`src/rtl/store_defs.vh`:
```
// Shared encodings for the store sequencer.
//   State codes: IDLE, WR1 (first/only bus beat), WR2 (second beat of a split store).
//   Size codes:  SB (byte), SH (halfword), SW (word); code 2'b11 is handled as SW.
`ifndef STORE_DEFS_VH
`define STORE_DEFS_VH

`define STORE_IDLE 2'd0
`define STORE_WR1  2'd1
`define STORE_WR2  2'd2

`define STORE_SB   2'b00
`define STORE_SH   2'b01
`define STORE_SW   2'b10

`endif

```
`src/rtl/store_sequencer_pkg.sv`:
```
// Package for the store sequencer: FSM state type, size codes and a helper
// that turns a size code into a right-aligned 4-bit byte-enable pattern.
package store_sequencer_pkg;

`include "store_defs.vh"

    typedef enum logic [1:0] {
        IDLE = `STORE_IDLE,
        WR1  = `STORE_WR1,
        WR2  = `STORE_WR2
    } state_t;

    localparam logic [1:0] SZ_SB = `STORE_SB;
    localparam logic [1:0] SZ_SH = `STORE_SH;
    localparam logic [1:0] SZ_SW = `STORE_SW;

    // Byte enables for n bytes starting at lane 0 (n = 1, 2 or 4).
    function automatic logic [3:0] size_mask(input logic [1:0] size);
        case (size)
            SZ_SB:   size_mask = 4'b0001;
            SZ_SH:   size_mask = 4'b0011;
            default: size_mask = 4'b1111;
        endcase
    endfunction

endpackage

```
`src/rtl/store_sequencer_if.sv`:
```
// Store sequencer bus bundle: core-side store request channel plus the
// word-wide memory write channel.
//   slave  : the sequencer's view (accepts st_*, drives mem_*, gets mem_ack)
//   master : the core/memory view (drives st_* and mem_ack)
interface store_sequencer_if #(
    parameter int ADDR_W = 32
);
    logic              st_req;
    logic [ADDR_W-1:0] st_addr;
    logic [31:0]       st_data;
    logic [1:0]        st_size;
    logic              st_ready;
    logic              st_done;
    logic              busy;
    logic              mem_we;
    logic [ADDR_W-1:0] mem_addr;
    logic [31:0]       mem_wdata;
    logic [3:0]        mem_wstrb;
    logic              mem_ack;

    modport slave (
        input  st_req, st_addr, st_data, st_size, mem_ack,
        output st_ready, st_done, busy, mem_we, mem_addr, mem_wdata, mem_wstrb
    );

    modport master (
        output st_req, st_addr, st_data, st_size, mem_ack,
        input  st_ready, st_done, busy, mem_we, mem_addr, mem_wdata, mem_wstrb
    );
endinterface

```
`src/rtl/store_lane_gen.sv`:
```
// Combinational byte-lane placement for a store.
//   size   : store size code
//   offset : byte offset within the word (addr[1:0])
//   data   : store data, low bytes significant
//   mask8  : byte enables over two consecutive words (bits 7:4 = next word)
//   data64 : lane-positioned data over two consecutive words
module store_lane_gen
    import store_sequencer_pkg::*;
(
    input  logic [1:0]  size,
    input  logic [1:0]  offset,
    input  logic [31:0] data,
    output logic [7:0]  mask8,
    output logic [63:0] data64
);
    logic [3:0]  nmask;
    logic [31:0] data_masked;
    logic [5:0]  shamt;

    assign nmask = size_mask(size);
    assign shamt = {1'b0, offset, 3'b000};

    // Clear bytes beyond the store size so they cannot leak onto the bus.
    for (genvar gi = 0; gi < 4; gi++) begin : g_byte
        assign data_masked[gi*8 +: 8] = nmask[gi] ? data[gi*8 +: 8] : 8'h00;
    end

    assign mask8  = {4'b0000, nmask} << offset;
    assign data64 = {32'h0, data_masked} << shamt;
endmodule

```
`src/rtl/store_sequencer.sv`:
```
// Store sequencer: accepts one core store at a time and issues it as one or
// two word-aligned bus write beats (two when the bytes cross a word boundary).
//   clk   : clock
//   reset : synchronous active-high reset
//   bus   : store request / memory write bundle (slave view)
// All mem_* outputs and st_done are registered; st_ready/busy decode the
// state register directly.
module store_sequencer
    import store_sequencer_pkg::*;
#(
    parameter int ADDR_W = 32
) (
    input  logic               clk,
    input  logic               reset,
    store_sequencer_if.slave   bus
);
    state_t            state_reg;
    logic [3:0]        hi_strb_reg;
    logic [31:0]       hi_data_reg;
    logic              done_reg;
    logic              we_reg;
    logic [ADDR_W-1:0] addr_reg;
    logic [31:0]       wdata_reg;
    logic [3:0]        wstrb_reg;

    logic [7:0]        mask8;
    logic [63:0]       data64;

    // Lane placement runs on the incoming request so the first beat can be
    // registered at the accepting edge; the second-beat half is kept aside.
    store_lane_gen u_lane_gen (
        .size   (bus.st_size),
        .offset (bus.st_addr[1:0]),
        .data   (bus.st_data),
        .mask8  (mask8),
        .data64 (data64)
    );

    always_ff @(posedge clk) begin
        if (reset) begin
            state_reg   <= IDLE;
            hi_strb_reg <= 4'h0;
            hi_data_reg <= 32'h0;
            done_reg    <= 1'b0;
            we_reg      <= 1'b0;
            addr_reg    <= '0;
            wdata_reg   <= 32'h0;
            wstrb_reg   <= 4'h0;
        end else begin
            done_reg <= 1'b0;
            case (state_reg)
                IDLE: begin
                    if (bus.st_req) begin
                        state_reg   <= WR1;
                        we_reg      <= 1'b1;
                        addr_reg    <= {bus.st_addr[ADDR_W-1:2], 2'b00};
                        wstrb_reg   <= mask8[3:0];
                        wdata_reg   <= data64[31:0];
                        hi_strb_reg <= mask8[7:4];
                        hi_data_reg <= data64[63:32];
                    end
                end
                WR1: begin
                    if (bus.mem_ack) begin
                        if (hi_strb_reg != 4'h0) begin
                            state_reg <= WR2;
                            addr_reg  <= addr_reg + ADDR_W'(4);
                            wstrb_reg <= hi_strb_reg;
                            wdata_reg <= hi_data_reg;
                        end else begin
                            state_reg <= IDLE;
                            done_reg  <= 1'b1;
                            we_reg    <= 1'b0;
                            addr_reg  <= '0;
                            wstrb_reg <= 4'h0;
                            wdata_reg <= 32'h0;
                        end
                    end
                end
                WR2: begin
                    if (bus.mem_ack) begin
                        state_reg <= IDLE;
                        done_reg  <= 1'b1;
                        we_reg    <= 1'b0;
                        addr_reg  <= '0;
                        wstrb_reg <= 4'h0;
                        wdata_reg <= 32'h0;
                    end
                end
                default: begin
                    state_reg <= IDLE;
                    we_reg    <= 1'b0;
                    addr_reg  <= '0;
                    wstrb_reg <= 4'h0;
                    wdata_reg <= 32'h0;
                end
            endcase
        end
    end

    assign bus.st_ready  = (state_reg == IDLE);
    assign bus.busy      = (state_reg == WR1) || (state_reg == WR2);
    assign bus.st_done   = done_reg;
    assign bus.mem_we    = we_reg;
    assign bus.mem_addr  = addr_reg;
    assign bus.mem_wdata = wdata_reg;
    assign bus.mem_wstrb = wstrb_reg;
endmodule

```
`src/flat_wrapper.sv`:
```
// flat-port wrapper written by rule: the top's interface ports become plain ports
module store_sequencer_flat import store_sequencer_pkg::*;
#(
    parameter int ADDR_W = 32
)
  (clk, reset, bus_st_req, bus_st_addr, bus_st_data, bus_st_size, bus_mem_ack, bus_st_ready, bus_st_done, bus_busy, bus_mem_we, bus_mem_addr, bus_mem_wdata, bus_mem_wstrb);
  store_sequencer_if #(.ADDR_W(ADDR_W)) bus_i ();
  input  logic clk;
  input  logic reset;
  input wire logic [$bits(bus_i.st_req)-1:0] bus_st_req;
  input wire logic [$bits(bus_i.st_addr)-1:0] bus_st_addr;
  input wire logic [$bits(bus_i.st_data)-1:0] bus_st_data;
  input wire logic [$bits(bus_i.st_size)-1:0] bus_st_size;
  input wire logic [$bits(bus_i.mem_ack)-1:0] bus_mem_ack;
  output wire logic [$bits(bus_i.st_ready)-1:0] bus_st_ready;
  output wire logic [$bits(bus_i.st_done)-1:0] bus_st_done;
  output wire logic [$bits(bus_i.busy)-1:0] bus_busy;
  output wire logic [$bits(bus_i.mem_we)-1:0] bus_mem_we;
  output wire logic [$bits(bus_i.mem_addr)-1:0] bus_mem_addr;
  output wire logic [$bits(bus_i.mem_wdata)-1:0] bus_mem_wdata;
  output wire logic [$bits(bus_i.mem_wstrb)-1:0] bus_mem_wstrb;
  assign bus_i.st_req = bus_st_req;
  assign bus_i.st_addr = bus_st_addr;
  assign bus_i.st_data = bus_st_data;
  assign bus_i.st_size = bus_st_size;
  assign bus_i.mem_ack = bus_mem_ack;
  assign bus_st_ready = bus_i.st_ready;
  assign bus_st_done = bus_i.st_done;
  assign bus_busy = bus_i.busy;
  assign bus_mem_we = bus_i.mem_we;
  assign bus_mem_addr = bus_i.mem_addr;
  assign bus_mem_wdata = bus_i.mem_wdata;
  assign bus_mem_wstrb = bus_i.mem_wstrb;
  store_sequencer #(.ADDR_W(ADDR_W)) u_core (.clk(clk), .reset(reset), .bus(bus_i));
endmodule
```
`config.mk`:
```
export PLATFORM = sky130hd
export DESIGN_NAME = store_sequencer_flat
export DESIGN_NICKNAME = d
export VERILOG_FILES = /design/src/rtl/store_sequencer_pkg.sv /design/src/rtl/store_sequencer_if.sv /design/src/rtl/store_lane_gen.sv /design/src/rtl/store_sequencer.sv /design/src/flat_wrapper.sv
export VERILOG_INCLUDE_DIRS = /design/src /design/src/rtl
export SDC_FILE = /design/constraint.sdc
export NUM_CORES = 1
export LEC_CHECK = 0
export CAP_MARGIN = 20
export CORE_MARGIN = 4
export CORE_UTILIZATION = 30
export DETAILED_ROUTE_END_ITERATION = 16
export SETUP_SLACK_MARGIN = 0.5
export SLEW_MARGIN = 15
export SYNTH_ARGS = -nofsm -noshare
export SYNTH_HDL_FRONTEND = slang
export SYNTH_SLANG_ARGS = --single-unit
```
`constraint.sdc`:
```
create_clock -name clk -period 2.2 [get_ports clk]
set_input_delay 0.22 -clock clk [delete_from_list [all_inputs] [get_ports clk]]
set_output_delay 0.22 -clock clk [all_outputs]
set_load 0.01 [all_outputs]
```
=== After elaboration in Yosys (flattened, before gate mapping) ===
Cells that the tools add are included.

* Register bits after elaboration: 108
* Bits in latches: 0
* Bits in writable memories: 0
* Bits in read-only memories: 0
* Input bits: 70
* Output and inout port bits: 72
* Word-level logic and storage cells: 58
* Memories kept: 0

* $add $sub $neg: 1
* Multiply operators: 0
* Divide/modulo/power cells: 0
* Magnitude comparators: 0
* Equality and inequality tests: 7
* Shift-type cells: 2
* Multiplexer cells: 33
* Bitwise gates (word level): 0
* Reduce and logical (&&, ||, !) cells: 7

{| class="wikitable"
|+ Operators with widths
! cell !! number
|-
| 32-bit 2-to-1 mux || 7
|-
| 32-bit case mux with 3 select lines || 2
|-
| 32-bit by 5-bit << shifter with 64-bit output || 1
|-
| 32-bit by 3-bit adder with 32-bit output (second input constant) || 1
|-
| 8-bit 2-to-1 mux || 4
|-
| 4-bit 2-to-1 mux || 4
|-
| 4-bit case mux with 3 select lines || 1
|-
| 2-bit 2-to-1 mux || 4
|-
| 2-bit inequality test (second input constant) || 4
|-
| 4-bit case mux with 2 select lines || 1
|-
| 4-bit by 2-bit << shifter with 8-bit output || 1
|-
| 1-bit 2-to-1 mux || 7
|-
| 2-bit case mux with 3 select lines || 1
|-
| 2-bit by 1-bit equality test with 1-bit output (second input constant) || 2
|-
| 2-bit zero test || 2
|-
| 4-bit AND reduction || 1
|-
| 4-bit nonzero test || 1
|-
| 1-bit case mux with 3 select lines || 1
|-
| 3-bit AND reduction || 1
|-
| 2-bit equality test (second input constant) || 1
|-
| 1-bit case mux with 2 select lines || 1
|-
| 2-bit AND reduction || 1
|-
| 1-bit logical OR || 1
|}

=== Longest topological paths before layout ===
* Depth in word-level cells: 6
* Depth in mapped cells: 10
* Gate-level depth less buffers: 7

=== Modules after synthesis ===
A second synthesis with hierarchy kept.

* Cell total of the unflattened synthesis: 744
* Area, all modules: 5908.2 um2

{| class="wikitable"
|+ By module, submodules not included
! module !! instances !! cells each !! area an instance (um2) !! sequential area each (um2)
|-
| store_sequencer || 1 || 592 || 4884.7 || 2122.0
|-
| store_lane_gen || 1 || 152 || 1023.5 || 0.0
|}

=== Worst setup path after synthesis ===
No wires, ideal clock.

* Kind: reg2reg
* From: register u_core.state_reg[0]
* To: register u_core.addr_reg[24] (netlist: u_core.bus.mem_addr[24])
* Library setup time: 0.074 ns
* Arrival: 1.811 ns
* Data required time: 2.126 ns
* Slack: 0.315 ns
* Stages on the path, launching flop included: 10
* Path buffers: 2
* Clock period less this slack: 1.885 ns
* Cells stage by stage: dfxtp_1 inv_1 ha_1 buf_2 nand2b_1 and2_1 nor2_1 clkbuf_1 a22oi_1 o21ai_0

* Longest elaborated chain between the ends: 3
* Elaborated cells on any way between the ends: 8
* Those cells by class: 5 x eq/ne; 1 x mux; 2 x reduce/logical

{| class="wikitable"
|+ Ends and longest elaborated chain
! item !! line !! RTL
|-
| start, declared || store_sequencer.sv:17 || <nowiki>state_t state_reg;</nowiki>
|-
| start signal, assigned || store_sequencer.sv:41 || <nowiki>state_reg <= IDLE;</nowiki>
|-
| start signal, assigned || store_sequencer.sv:54 || <nowiki>state_reg <= WR1;</nowiki>
|-
| start signal, assigned || store_sequencer.sv:66 || <nowiki>state_reg <= WR2;</nowiki>
|-
| 2-bit zero test * || n/a ||
|-
| net bus_st_ready || flat_wrapper.sv:15 || <nowiki>output wire logic [$bits(bus_i.st_ready)-1:0] bus_st_ready;</nowiki>
|-
| 2-bit inequality test (no source line) || n/a ||
|-
| 3-bit AND reduction (no source line) || n/a ||
|-
| end signal, assigned || store_sequencer.sv:56 || <nowiki>addr_reg <= {bus.st_addr[ADDR_W-1:2], 2'b00};</nowiki>
|-
| end signal, assigned || store_sequencer.sv:67 || <nowiki>addr_reg <= addr_reg + ADDR_W'(4);</nowiki>
|-
| end, declared || store_sequencer.sv:22 || <nowiki>logic [ADDR_W-1:0] addr_reg;</nowiki>
|}

Mark *: on every way through the listed nets, which the timed path passes. The rest lies on a longest branch.
A chain may end at the register's enable or synchronous reset.

=== Worst setup path after layout ===
* From: register u_core.state_reg[0]
* To: register u_core.addr_reg[13] (netlist: u_core.bus.mem_addr[13])

* Longest elaborated chain between the ends: 3
* Elaborated cells on any way between the ends: 8
* Those cells by class: 5 x eq/ne; 1 x mux; 2 x reduce/logical

{| class="wikitable"
|+ Ends and longest elaborated chain
! item !! line !! RTL
|-
| 2-bit by 1-bit equality test with 1-bit output, or another cell as far along || store_sequencer.sv:51 || <nowiki>case (state_reg)</nowiki>
|-
| 2-bit inequality test (no source line) || n/a ||
|-
| 3-bit AND reduction (no source line) || n/a ||
|}

Several ways; a longest one is shown, not always the timed one.

==> reports/qor.yml <==
status: "finished clean"
synth_area_per_cell_um2: 8.31
clkSinkCount: 97
cts_root_buf: "clkbuf_16"
die_h_um: 137
power_frac_seq_pct: 39.8
skew_ns: 0.00621
power_density_mw_per_mm2: 614
arrival_ns: 2.02
grt-ovfl-total: 0
drive_gt1_share_pct: 24.4
die-width_um: 137
peakVddDrop_mv: 0.439
synth_edf_count: 0
p_total_uw: 4910
start_util_pct: 31.1
h-tree-depth: 3
fmax_ghz: 0.563
relSlewSlack_pct: 62.5
tightest_slew_ns: 0.556
syn_area_mm2: 0.00501
netlist-cell-type-count: 57
via_per_inst: 5.67
numPortBuffers: 139
cts_tree: "done"
yosys-top-cells-area: "dfxtp_1 (39%), a22oi_1 (6.3%), nor2_1 (4.8%)"
hold_viol_final: 0
net-switching-power_uw: 1420
p_sw_share_pct: 29.0
cp_max_fo: 6
core_area_mm2: 0.0161
place_congestion: 0.889
yosys_warnings: 0
rows: 46
min_period_ns: 1.77
grt_pass1_vias: 5572
final_common_cell: "clkdlybuf4s50_1"
antenna_found_initial: 0
drc_errors: 0
fin_nets: 852
drt-initial-drc-count: 515
setup.worst_path.start_class: "register"
leakage_uw: 0.00295
min_path_type: "in -> reg"
syn-instance-count: 603
numCtsBuffers: 9
antenna_cells: 0
ctsHoldBuffers: 0
worstSetupPathType: "reg -> reg"
cts_buffer_depth: 2
synth_top_area_share_pct: 38.8
wl_um: 20700
placed_area_mm2: 0.00687
ys_seq_area_share_pct: 38.8
syn_to_final_growth_pct: 59.6
ios: 142
drv_cap: 0
grt_pass1_wl_um: 30700
mostFrequentLayoutCells: "clkdlybuf4s50_1 (135), dfxtp_1 (82), nor2_1 (57)"
setup-tns-final_ns: 0
finalCritPeriodShare_pct: 80.7
detail-route-antenna-nets: 0
ys_ff_latch: 97
final_cell_area_mm2: 0.00800
largest_register_ffs: 32
first_pass_iters: 5
cp-end-kind: "register"
die-area_mm2: 0.0188
synth_largest_area_cell: "dfxtp_1"
async_flop_share_pct: 0
grt.total_usage_pct: 20.8
rsz0062_at_grt: "true"
grt_max_degree: 40
holdWs_ns: 0.260
power_frac_clock_pct: 36.0
vias: 5661
post-route-util_pct: 49.6
synth-main-ff-cell: "dfxtp_1"
drt-wirelength-per-cell_um: 20.8
combinationalPowerShare_pct: 24.2
internal_power_uw: 3490
place_hpwl_um: 14300
slew_violations: 0
clk_latency_ns: 0.35
cts.clk_slew.worst_paths_ns: 0.07
cp.required_ns: 2.44
setup_viol: 0
worst max-delay path, stage by stage, from the launching register on:
cell and delay (ns):
dfxtp_2 0.34, buf_6 0.12, ha_4 0.15, buf_6 0.12
o31a_4 0.15, nand4b_1 0.17, buf_6 0.15, buf_6 0.11
o21ai_2 0.04, a221o_1 0.32
path summary, 6_finish.rpt:
| kind | slack, ns | start | depth (start not counted) | to |
|---|---|---|---|---|
| min | 0.26 | reset | 2 | u_core.hi_data_reg[16] |
| min reg2reg | 0.46 | u_core.bus.mem_wdata[25] | 1 | u_core.bus.mem_wdata[25] |
| max | 0.43 | u_core.state_reg[0] | 9 | u_core.bus.mem_addr[13] |
| max reg2reg | 0.43 | u_core.state_reg[0] | 9 | u_core.bus.mem_addr[13] |
cells in the mapped netlist, drive strengths merged, types with 9 or more instances:
| library cell | count |
|---|---|
| a21oi | 23 |
| a222oi | 15 |
| a22o | 15 |
| a22oi | 42 |
| a31oi | 9 |
| a32oi | 9 |
| and2 | 10 |
| and3 | 9 |
| buf | 11 |
| clkbuf | 43 |
| dfxtp | 97 |
| nand2 | 51 |
| nand3 | 20 |
| nand4 | 10 |
| nor2 | 65 |
| nor3 | 18 |
| o21ai | 40 |
| o22ai | 16 |
| xor2 | 9 |
routing by layer:
metal,part of all wire [%],GRT usage [%]
met2,48,34.4
met3,7.1,3.58
met4,1.9,7.48
met5,0,0
met1,43,27.3
cell type report:
type | count | area, um2
fill | 1499 | 8120
timing repair buffer | 214 | 2130
multi-input combinational | 452 | 3280
clock buffer | 10 | 239
clock inverter | 6 | 91.3
tap | 216 | 270
sequential | 97 | 1970
inverter | 4 | 15.0
power by group through the flow:
stage	logic, uW	registers [uW]	clock network (uW)
after global placement	968	1980	0
after detailed placement	974	1990	0
final	1190	1950	1770
after floorplan	448	1990	0
after CTS	1070	1950	1790
after global routing	1270	1960	1850
stage by stage:
step	setup slack (ns)	cells
finish	0.425	999
global route	0.345	999
CTS	0.385	983
detailed placement	-0.108	947
global placement	-0.0792	947
floorplan	0.509	604
what timing repair did:
| action | 4_1_cts | 5_1_grt |
|---|---|---|
| endpoints found under the setup margin | 98 | 74 |
| cloned | 1 | 5 |
| resized for setup | 63 | 98 |
| pin swaps | 13 | 47 |
| setup buffers | 19 | 11 |
cell families after synthesis:
kind of cell               count (synthesis)  share of synthesized area [%]
adders and majority gates                  4                          0.999
AOI/OAI and AO/OA                        204                           29.0
buffers and inverters                     58                           4.67
muxes                                      9                           1.97
other                                      1                         0.0748
and+or+nand+nor                          215                           21.9
DFF                                       97                           38.8
xor gates and xnor gates                  15                           2.62
(Power assumes the default switching activity.)
